<file path="src/rtl/nibble_serial_adder_pkg.sv">
// -----------------------------------------------------------------------------
// nibble_serial_adder_pkg
// Shared definitions for the nibble-serial adder:
//   NIBBLE_W    - width of one adder slice (always 4)
//   NIBBLES_DEF - default number of nibbles per operand
//   state_t     - control FSM state type (also exported on the debug port)
// -----------------------------------------------------------------------------
package nibble_serial_adder_pkg;

   localparam int NIBBLE_W    = 4;
   localparam int NIBBLES_DEF = 4;

   typedef enum logic [1:0] {
      ST_IDLE = 2'd0,
      ST_RUN  = 2'd1,
      ST_DONE = 2'd2
   } state_t;

endpackage

</file>
<file path="src/rtl/nibble_serial_adder_four_bit_adder.sv">
// -----------------------------------------------------------------------------
// four_bit_adder
// Combinational 4-bit ripple slice: {c_out, sum} = x + y + c_in.
// Ports:
//   x, y   - 4-bit addends
//   c_in   - carry in
//   sum    - 4-bit result
//   c_out  - carry out
// -----------------------------------------------------------------------------
module four_bit_adder (
   input  logic [3:0] x,
   input  logic [3:0] y,
   input  logic       c_in,
   output logic [3:0] sum,
   output logic       c_out
);

   logic [4:0] total;

   assign total = {1'b0, x} + {1'b0, y} + {4'b0000, c_in};
   assign sum   = total[3:0];
   assign c_out = total[4];

endmodule

</file>
<file path="src/rtl/nibble_serial_adder.sv">
// -----------------------------------------------------------------------------
// nibble_serial_adder
// Adds two W-bit operands (W = 4*NIBBLES) one nibble per clock through a single
// four_bit_adder. An operand set is captured on the accept edge, NIBBLES RUN
// cycles follow, and the result is held in DONE until the consumer takes it.
//
// Handshakes: a transfer happens on a rising clk edge where valid and ready are
// both 1. in_ready is 1 only in IDLE; out_valid is 1 only in DONE and, once
// high, stays high with stable sum/c_out/ovf until out_ready is seen.
//
// Ports:
//   clk, rst           - clock, asynchronous active-high reset
//   in_valid, in_ready - operand handshake (x, y, c_in)
//   x, y, c_in         - operands and carry into nibble 0
//   out_valid,out_ready- result handshake
//   sum, c_out, ovf    - result, carry out of top nibble, signed overflow
//   state_dbg          - current FSM state, for observation only
// -----------------------------------------------------------------------------
module nibble_serial_adder
   import nibble_serial_adder_pkg::*;
#(
   parameter int NIBBLES = NIBBLES_DEF
) (
   input  logic                      clk,
   input  logic                      rst,
   input  logic                      in_valid,
   output logic                      in_ready,
   input  logic [NIBBLE_W*NIBBLES-1:0] x,
   input  logic [NIBBLE_W*NIBBLES-1:0] y,
   input  logic                      c_in,
   output logic                      out_valid,
   input  logic                      out_ready,
   output logic [NIBBLE_W*NIBBLES-1:0] sum,
   output logic                      c_out,
   output logic                      ovf,
   output state_t                    state_dbg
);

   localparam int W     = NIBBLE_W * NIBBLES;
   localparam int IDX_W = $clog2(NIBBLES);

   state_t             state_q;
   state_t             state_d;

   logic [W-1:0]       x_q;
   logic [W-1:0]       y_q;
   logic               carry_q;
   logic [IDX_W-1:0]   idx_q;
   logic [W-1:0]       sum_q;
   logic               c_out_q;
   logic               ovf_q;

   logic [NIBBLE_W-1:0] a_nib;
   logic [NIBBLE_W-1:0] b_nib;
   logic [NIBBLE_W-1:0] nib_sum;
   logic                nib_carry;
   logic                last_nib;

   assign last_nib = (idx_q == IDX_W'(NIBBLES - 1));

   // ---------------------------------------------------------------------------
   // Control FSM
   // ---------------------------------------------------------------------------
   always_ff @(posedge clk or posedge rst) begin
      if (rst) begin
         state_q <= ST_IDLE;
      end else begin
         state_q <= state_d;
      end
   end

   always_comb begin
      state_d = state_q;
      case (state_q)
         ST_IDLE: if (in_valid)  state_d = ST_RUN;
         ST_RUN:  if (last_nib)  state_d = ST_DONE;
         ST_DONE: if (out_ready) state_d = ST_IDLE;
         default:                state_d = ST_IDLE;
      endcase
   end

   // ---------------------------------------------------------------------------
   // Nibble select: a plain mux on the index, so no shifter or multiplier is
   // built for the slice position.
   // ---------------------------------------------------------------------------
   always_comb begin
      a_nib = '0;
      b_nib = '0;
      for (int i = 0; i < NIBBLES; i++) begin
         if (idx_q == IDX_W'(i)) begin
            a_nib = x_q[i*NIBBLE_W +: NIBBLE_W];
            b_nib = y_q[i*NIBBLE_W +: NIBBLE_W];
         end
      end
   end

   four_bit_adder u_adder (
      .x     (a_nib),
      .y     (b_nib),
      .c_in  (carry_q),
      .sum   (nib_sum),
      .c_out (nib_carry)
   );

   // ---------------------------------------------------------------------------
   // Datapath registers
   // ---------------------------------------------------------------------------
   always_ff @(posedge clk or posedge rst) begin
      if (rst) begin
         x_q     <= '0;
         y_q     <= '0;
         carry_q <= 1'b0;
         idx_q   <= '0;
         sum_q   <= '0;
         c_out_q <= 1'b0;
         ovf_q   <= 1'b0;
      end else begin
         case (state_q)
            ST_IDLE: begin
               if (in_valid) begin
                  x_q     <= x;
                  y_q     <= y;
                  carry_q <= c_in;
                  idx_q   <= '0;
               end
            end
            ST_RUN: begin
               for (int i = 0; i < NIBBLES; i++) begin
                  if (idx_q == IDX_W'(i)) begin
                     sum_q[i*NIBBLE_W +: NIBBLE_W] <= nib_sum;
                  end
               end
               carry_q <= nib_carry;
               if (last_nib) begin
                  // The top slice result is the final sum MSB, so overflow is
                  // decided here from the captured operand MSBs.
                  idx_q   <= '0;
                  c_out_q <= nib_carry;
                  ovf_q   <= (x_q[W-1] == y_q[W-1]) &&
                             (nib_sum[NIBBLE_W-1] != x_q[W-1]);
               end else begin
                  idx_q <= idx_q + IDX_W'(1);
               end
            end
            default: begin
            end
         endcase
      end
   end

   assign in_ready  = (state_q == ST_IDLE);
   assign out_valid = (state_q == ST_DONE);
   assign sum       = sum_q;
   assign c_out     = c_out_q;
   assign ovf       = ovf_q;
   assign state_dbg = state_q;

endmodule

</file>
<file path="config.mk">
export PLATFORM = sky130hd
export DESIGN_NAME = nibble_serial_adder
export DESIGN_NICKNAME = d
export VERILOG_FILES = /design/src/rtl/nibble_serial_adder_pkg.sv /design/src/rtl/nibble_serial_adder_four_bit_adder.sv /design/src/rtl/nibble_serial_adder.sv
export SDC_FILE = /design/constraint.sdc
export NUM_CORES = 1
export LEC_CHECK = 0
export CAP_MARGIN = 0
export CORE_MARGIN = 2
export CORE_UTILIZATION = 54
export DETAILED_ROUTE_END_ITERATION = 12
export GPL_TIMING_DRIVEN = 1
export HOLD_SLACK_MARGIN = 0.08
export PLACE_DENSITY_LB_ADDON = 0.05
export SYNTH_ARGS = -nofsm -noshare
export SYNTH_HDL_FRONTEND = slang
export SYNTH_SLANG_ARGS = --single-unit
</file>
<file path="constraint.sdc">
create_clock -name clk -period 5.4 [get_ports clk]
set_input_delay 1.08 -clock clk [delete_from_list [all_inputs] [get_ports clk]]
set_output_delay 1.08 -clock clk [all_outputs]
set_load 0.1 [all_outputs]
</file>
# --- Word level (Yosys, flattened, before mapping) ---
# Index checks and enable logic that the tools add are counted.
classes:
  add_sub_neg: 3
  eq_ne: 10
  mux: 17
  reduce_logical: 11
ops:
  columns: ["op", "count"]
  rows:
  - ["$mux W4", 8]
  - ["$reduce_and A2 Y1", 6]
  - ["$mux W2", 5]
  - ["$eq A2 B2 Y1 const B", 3]
  - ["$pmux W2 S3", 1]
  - ["$add A4 B4 Y5", 1]
  - ["$add A5 B1 Y5", 1]
  - ["$eq A2 B1 Y1 const B", 2]
  - ["$logic_not A2 Y1", 2]
  - ["$ne A2 B2 Y1 const B", 2]
  - ["$pmux W2 S2", 1]
  - ["$reduce_and A3 Y1", 1]
  - ["$add A2 B1 Y2 const B", 1]
  - ["$ne A2 B1 Y1 const B", 1]
  - ["$pmux W1 S2", 1]
  - ["$reduce_bool A2 Y1", 1]
  - ["$eq A1 B1 Y1", 1]
  - ["$logic_and A1 B1 Y1", 1]
  - ["$mux W1", 1]
  - ["$ne A1 B1 Y1", 1]
word_totals:
  ff_bits: 55
  output_inout_bits: 22
  wordCells: 52

# --- Logic depth before layout (Yosys ltp) ---
# Gate-level depths: netlist of run 1.
logic_depth:
  ltp_word: 9
  mapped_depth: 13
  mapped_depth_nobuf: 12

# --- By module ---
# Synthesis of run 1 repeated with hierarchy kept, for this count alone.
hier_totals:
  cells_unflattened: 261
  hier_area_um2: 2580.0
by_module_without_submodules:
  columns: ["mod", "n_inst", "cells_each", "area_per_inst_um2"]
  rows:
  - ["nibble_serial_adder", 1, 245, 2436.1]
  - ["four_bit_adder", 1, 16, 143.9]

# --- Least setup slack after synthesis of run 1 ---
# No wires, ideal clock.
synth_timing:
  path_type: "register to output"
  startpoint: "reg state_q[1], in the netlist state_dbg[1]"
  endpoint: "out in_ready"
  arrival_time_ns: 2.207
  setup_slack_ns: 2.113
  path_stages_with_launch: 2
  path_buffers: 0
  path_cell_list: "dfrtp_1 > nor2_1"
synth_between:
  elab_chain_len: 1
synth_lines:
  columns: ["item", "line", "rtl"]
  rows:
  - ["start: declaration", "nibble_serial_adder.sv:42", "state_t state_q;"]
  - ["start signal: assignment", "nibble_serial_adder.sv:68", "state_q <= state_d;"]
  - ["$logic_not A2 Y1", "nibble_serial_adder.sv:151", "assign in_ready = (state_q == ST_IDLE);"]
  - ["end: declaration", "nibble_serial_adder.sv:27", "output logic in_ready,"]
# Every way passes these cells.

# --- Worst setup path in the final report of run 1 ---
layout_timing:
  startpoint: "reg state_q[0], in the netlist state_dbg[0]"
  endpoint: "out out_valid"
layout_between:
  elab_chain_len: 1
layout_lines:
  columns: ["item", "line", "rtl"]
  rows:
  - ["$eq A2 B2 Y1", "nibble_serial_adder.sv:152", "assign out_valid = (state_q == ST_DONE);"]
  - ["end: declaration", "nibble_serial_adder.sv:31", "output logic out_valid,"]
# Every way passes these cells.

==> reports/metrics.cfg, run 1 <==
[status]
status = finished clean

[layout]
mostFrequentLayoutCells = clkdlybuf4s50_1 (58), dfrtp_1 (55), nand2_1 (29), mux2_1 (25), o21ai_0 (15)
area_growth_pct = 25.76
antenna-diode-count = 0
final_common_cell = clkdlybuf4s50_1
drive_gt1_share_pct = 9.747
utilization_pct = 69.92
layout.nets = 322

[clocking]
postCtsSetupBuffers = 0
hold_buffers = 0
clockRootBuffer = clkbuf_8
clock_sinks = 55
clockBufferDepth = 2
cts_buffers = 5
cts-resized-gates = 0
htreeDepth = 2
tritoncts = done
clock_latency_ns = 0.30
path_clk_slew_ns = 0.09

[sta]
tightest_slew_ns = 1.107
finalCriticalPeriod_ns = 3.210
grt_setup_unrepaired = no
finalCritPeriodShare_pct = 59.44
relSlewSlack_pct = 26.22
report.final.setup_viol = 0
clock_skew_ns = 0.006153
whs_ns = 0.4816
maxSlewViolCount = 0
setup-tns-final_ns = 0
fmax_mhz = 311.5
finalHoldViolCount = 0

[min_path]
hold_depth = 2
hp-start = sum[2]
whs_endpoint = sum[2]
hold_class = register to register

[setup_path]
reg2reg_depth = 11
reg2reg_to = sum[6]
crit_arrival_ns = 2.13
r2r_slack_ns = 2.36
path_class = register to primary output
r2r-start = idx_q[1]
crit_fanout = 6
end_kind = primary output
worstSetupStartpointType = register
critical_path_required_ns = 4.32

[logic_synthesis]
syn_inst = 222
synth_seq_cells = 55
syn_area_per_cell_um2 = 11.75
synth_area_leader_cell = dfrtp_1
syn_nets = 268
ys_warn_count = 0
synth_area_mm2 = 0.002609
ys_seq_area_share_pct = 52.76
synth_top_cell_area_share_pct = 52.76
netlist_top_cells_area = dfrtp_1 (53%), mux2_1 (11%), mux2_2 (4.7%)
yosysUniqueCellTypes = 34

[global_routing]
antenna_found_initial = 0
grt_pass1_wl_um = 8286
grt_overflow = 0
grt_usage_pct = 20.16
grt_pass1_vias = 1721
grt_max_degree = 56

[floorplan]
io_pins = 59
die_area_mm2 = 0.005403
die_x_um = 73.51
coreArea_mm2 = 0.004692
rows = 25
die_h_um = 73.51
initial_utilization_pct = 55.60

[routing]
via_count = 1780
dr.pass1.iters = 4
drc = 0
wl_per_cell_um = 14.97
drt_wl_total_um = 4955
antenna_left = 0
drt-initial-drc-count = 74
routed_via_density = 5.378

[placement]
place_congestion = 0.7159
portBuffers = 58
hpwl_um = 3579

[run]
cap_violations = 0

-- area by class of cell --
class	instances	area, um2
well taps	54	67.56
inverters	6	22.52
repair buffers	59	588.1
fillers	382	1411
clock buffers	8	100.1
multi-input cells	149	1126
flip-flops and latches	55	1376
-- registers in the layout, summed over array words and instances (netlist names) --
name       cells
y_q           16
carry_q        1
state_dbg      2
sum           16
x_q           16
c_out          1
idx_q          2
ovf            1
-- Yosys cell counts, drive strengths merged --
cell type  number
a211o           1
a21o            1
a21oi          14
a221oi          3
a22oi           1
and3            1
buf            10
clkbuf          2
dfrtp          55
fa              2
ha              7
inv             6
mux2           36
nand2          33
nand2b          1
nand3           1
nand3b          7
nor2            3
nor2b           6
nor3            3
nor3b           1
o2111ai         1
o21ai          20
o21bai          1
o31ai           3
or2b            1
xnor2           2
-- metrics by stage --
step | instances | area (um2) | setup WS, ns
after CTS | 331 | 3281 | 2.171
after global placement | 323 | 3181 | 2.526
after floorplan | 222 | 2609 | 2.113
after global routing | 331 | 3281 | 2.042
after detailed placement | 323 | 3181 | 2.428
final | 331 | 3281 | 2.190
-- worst max-delay path, cell delays in order (launching register included) --
cell and delay, ns:
dfrtp_1 0.45, nand2b_1 0.18, inv_1 0.06, clkdlybuf4s50_1 1.13
-- cells by family (layout without fill, tap and decap cells) --
family,after synthesis,after routing,share of synthesized area (%)
simple gates,57,57,11.70
flops,55,55,52.76
compound gates,45,45,10.12
mux,36,36,15.54
buf+inv,18,73,4.316
fa+ha+maj,9,9,4.892
xor+xnor,2,2,0.6716
-- per-layer routing --
layer  wire length (um)  track usage [%]  share of wire [%]  vias to the layer above
li1                   -                -                  -                      882
met1               2409            28.21                 49                      845
met2               2298            32.24                 46                       47
met3                187            3.978                3.8                        6
met4                 60            5.455                1.2                        0
met5                  0                0                  0                        -
-- worst max path at each step --
stage | endpoint | slack [ns] | depth (start not counted) | start
2_1_floorplan | in_ready | 2.11 | 1 | state_dbg[1]
5_1_grt | sum[6] | 2.04 | 11 | idx_q[1]
4_1_cts | out_valid | 2.17 | 3 | state_dbg[0]
3_3_place_gp | sum[6] | 2.53 | 11 | idx_q[1]
6_report | out_valid | 2.19 | 3 | state_dbg[0]
3_5_place_dp | sum[6] | 2.43 | 11 | idx_q[1]
Power of run 1 is left out: the tool's default activity adds up to more than one toggle a clock period on the data nets, which glitch-free logic cannot reach.
==> run 2: changes to the inputs <==
--- a/config.mk
+++ b/config.mk
@@ -7,7 +7,7 @@
 export LEC_CHECK = 0
 export CAP_MARGIN = 0
 export CORE_MARGIN = 2
-export CORE_UTILIZATION = 54
+export CORE_UTILIZATION = 50
 export DETAILED_ROUTE_END_ITERATION = 12
 export GPL_TIMING_DRIVEN = 1
 export HOLD_SLACK_MARGIN = 0.08
==> constraint.sdc (replaced) <==
create_clock -name clk -period 3.2 [get_ports clk]
set_input_delay 0.64 -clock clk [delete_from_list [all_inputs] [get_ports clk]]
set_output_delay 0.64 -clock clk [all_outputs]
set_load 0.1 [all_outputs]
==> run 2 against run 1 <==
Hold slack improved by 0.0072 ns. Sequential share of layout area rose by 0.11 points. Via count grew 1.4%. Die area up 7.6%. Non-clock buffer count grew 3. Cell area decreased by 0.27%. Routed wire length decreased by 1.6%. Sequential cell count did not move. Global-route usage down 1.4 points. Final cell count is 5.7% higher. Setup slack lost 1.8 ns.
==> reports/metrics.cfg, run 2 (synthesized netlist as in run 1, its figures left out) <==
[layout]
antenna-diode-count = 0  ; unchanged
drive_gt1_share_pct = 19.29  ; +9.5 points
area_growth_pct = 25.42
n_fill_cell = 434  ; +14%
final_common_cell = dfrtp_1
layout.nets = 325  ; +0.93%
utilization_pct = 64.47  ; -5.4 points
mostFrequentLayoutCells = dfrtp_1 (55), clkdlybuf4s50_1 (36), nand2_1 (29), mux2_1 (25), buf_4 (25)

[global_routing]
antenna_found_initial = 0  ; unchanged
grt_pass1_wl_um = 8873  ; +7.1%
grt_max_degree = 37  ; -34%
grt_usage_pct = 18.76  ; -1.4 points
grt_overflow = 0  ; unchanged
grt_pass1_vias = 1859  ; +8.0%

[min_path]
hold_depth = 2  ; unchanged
hold_class = register to register
hp-start = sum[3]
whs_endpoint = sum[3]

[routing]
drt_wl_total_um = 4875  ; -1.6%
wl_met3_um = 200  ; +7.0%
drc = 0  ; unchanged
drt-initial-drc-count = 107  ; +45%
antenna_left = 0  ; unchanged
dr.pass1.iters = 4  ; unchanged
routed_via_density = 5.157  ; -4.1%
met2WireLength_um = 2298  ; unchanged
highest_layer = met4
via_count = 1805  ; +1.4%
wl_per_cell_um = 13.93  ; -7.0%
wl_met1_um = 2316  ; -3.9%

[placement]
hpwl_um = 3660  ; +2.3%
portBuffers = 58  ; unchanged
pre_cts_slack_ns = 0.2941  ; -2.134 ns
place_congestion = 0.7791  ; +8.8%

[clocking]
clockRootBuffer = clkbuf_8
path_clk_slew_ns = 0.10  ; about the same
hold_buffers = 0  ; unchanged
htreeDepth = 2  ; unchanged
tritoncts = done
clock_latency_ns = 0.31  ; about the same
clockBufferDepth = 2  ; unchanged
cts_buffers = 5  ; unchanged
clock_sinks = 55  ; unchanged
cts-resized-gates = 0  ; unchanged
postCtsSetupBuffers = 0  ; unchanged

[floorplan]
initial_utilization_pct = 51.41  ; -4.2 points
die_area_mm2 = 0.005811  ; +7.6%
die_x_um = 76.23  ; +3.7%
coreArea_mm2 = 0.005075  ; +8.2%
rows = 26  ; +4.0%
io_pins = 59  ; unchanged
die_h_um = 76.23  ; +3.7%

[sta]
report.final.setup_viol = 0  ; unchanged
relSlewSlack_pct = 53.90  ; +28 points
worst_slack_ns = 0.3972  ; -1.793 ns
maxSlewViolCount = 0  ; unchanged
clock_skew_ns = 0.01282  ; +0.006663 ns
finalHoldViolCount = 0  ; unchanged
tightest_slew_ns = 0.6916  ; -0.4151 ns
finalCritPeriodShare_pct = 87.59
grt_setup_unrepaired = no
setup-tns-final_ns = 0  ; unchanged
fmax_mhz = 356.8
finalCriticalPeriod_ns = 2.803

[setup_path]
r2r_slack_ns = 0.40  ; -1.96 ns
path_class = register to register
reg2reg_depth = 10  ; -1
end_kind = register
reg2reg_to = sum[13]
worstSetupStartpointType = register
r2r-start = idx_q[0]
crit_arrival_ns = 3.01  ; +0.88 ns
critical_path_required_ns = 3.40  ; -0.92 ns
crit_fanout = 10  ; +4

[run]
cap_violations = 0  ; unchanged

[status]
status = finished clean

==> run 2: layout make-up <==
type                            count  area (um2)  area share [%]
Inverter                            6       22.52          0.6883
Timing Repair Buffer               62       568.0           17.36
Clock buffer                        5       68.82           2.103
Sequential cell                    55        1376           42.06
Multi-Input combinational cell    149        1129           34.49
Tap cell                           70       87.58           2.677
Clock inverter                      3       20.02          0.6119
==> run 2: critical path, cell delays in order, from the launching register on <==
cell and delay [ns]:
dfrtp_1 0.44, inv_1 0.10, ha_1 0.36, buf_4 0.24
a221oi_1 0.06, nor3_1 0.14, a21oi_1 0.08, fa_1 0.44
inv_1 0.08, fa_1 0.46, mux2_1 0.30
==> run 2: metal layers <==
layer	vias up	GRT usage [%]
li1	883	-
met1	869	26.10
met2	48	30.27
met3	5	4.147
met4	0	4.364
met5	-	0
==> run 2: worst max path at each step <==
stage                      start  endpoint  slack [ns]  depth (start not counted)
detailed placement      idx_q[1]   sum[10]        0.29                         11
floorplan           state_dbg[1]  in_ready        0.35                          1
finish                  idx_q[0]   sum[13]        0.40                         10
CTS                     idx_q[1]   sum[10]        0.27                         11
global route            idx_q[0]    sum[3]        0.12                         12
global placement        idx_q[1]     c_out        0.38                         12
==> run 2: stage by stage <==
stage / cells / cell area [um2] / hold WS (ns)
floorplan: 222 / 2609 / 0.4580
global placement: 342 / 3181 / 0.4642
detailed placement: 342 / 3181 / 0.4714
CTS: 350 / 3269 / 0.4950
global route: 350 / 3272 / 0.5144
finish: 350 / 3272 / 0.4888
Power of run 2 is left out for the same reason.
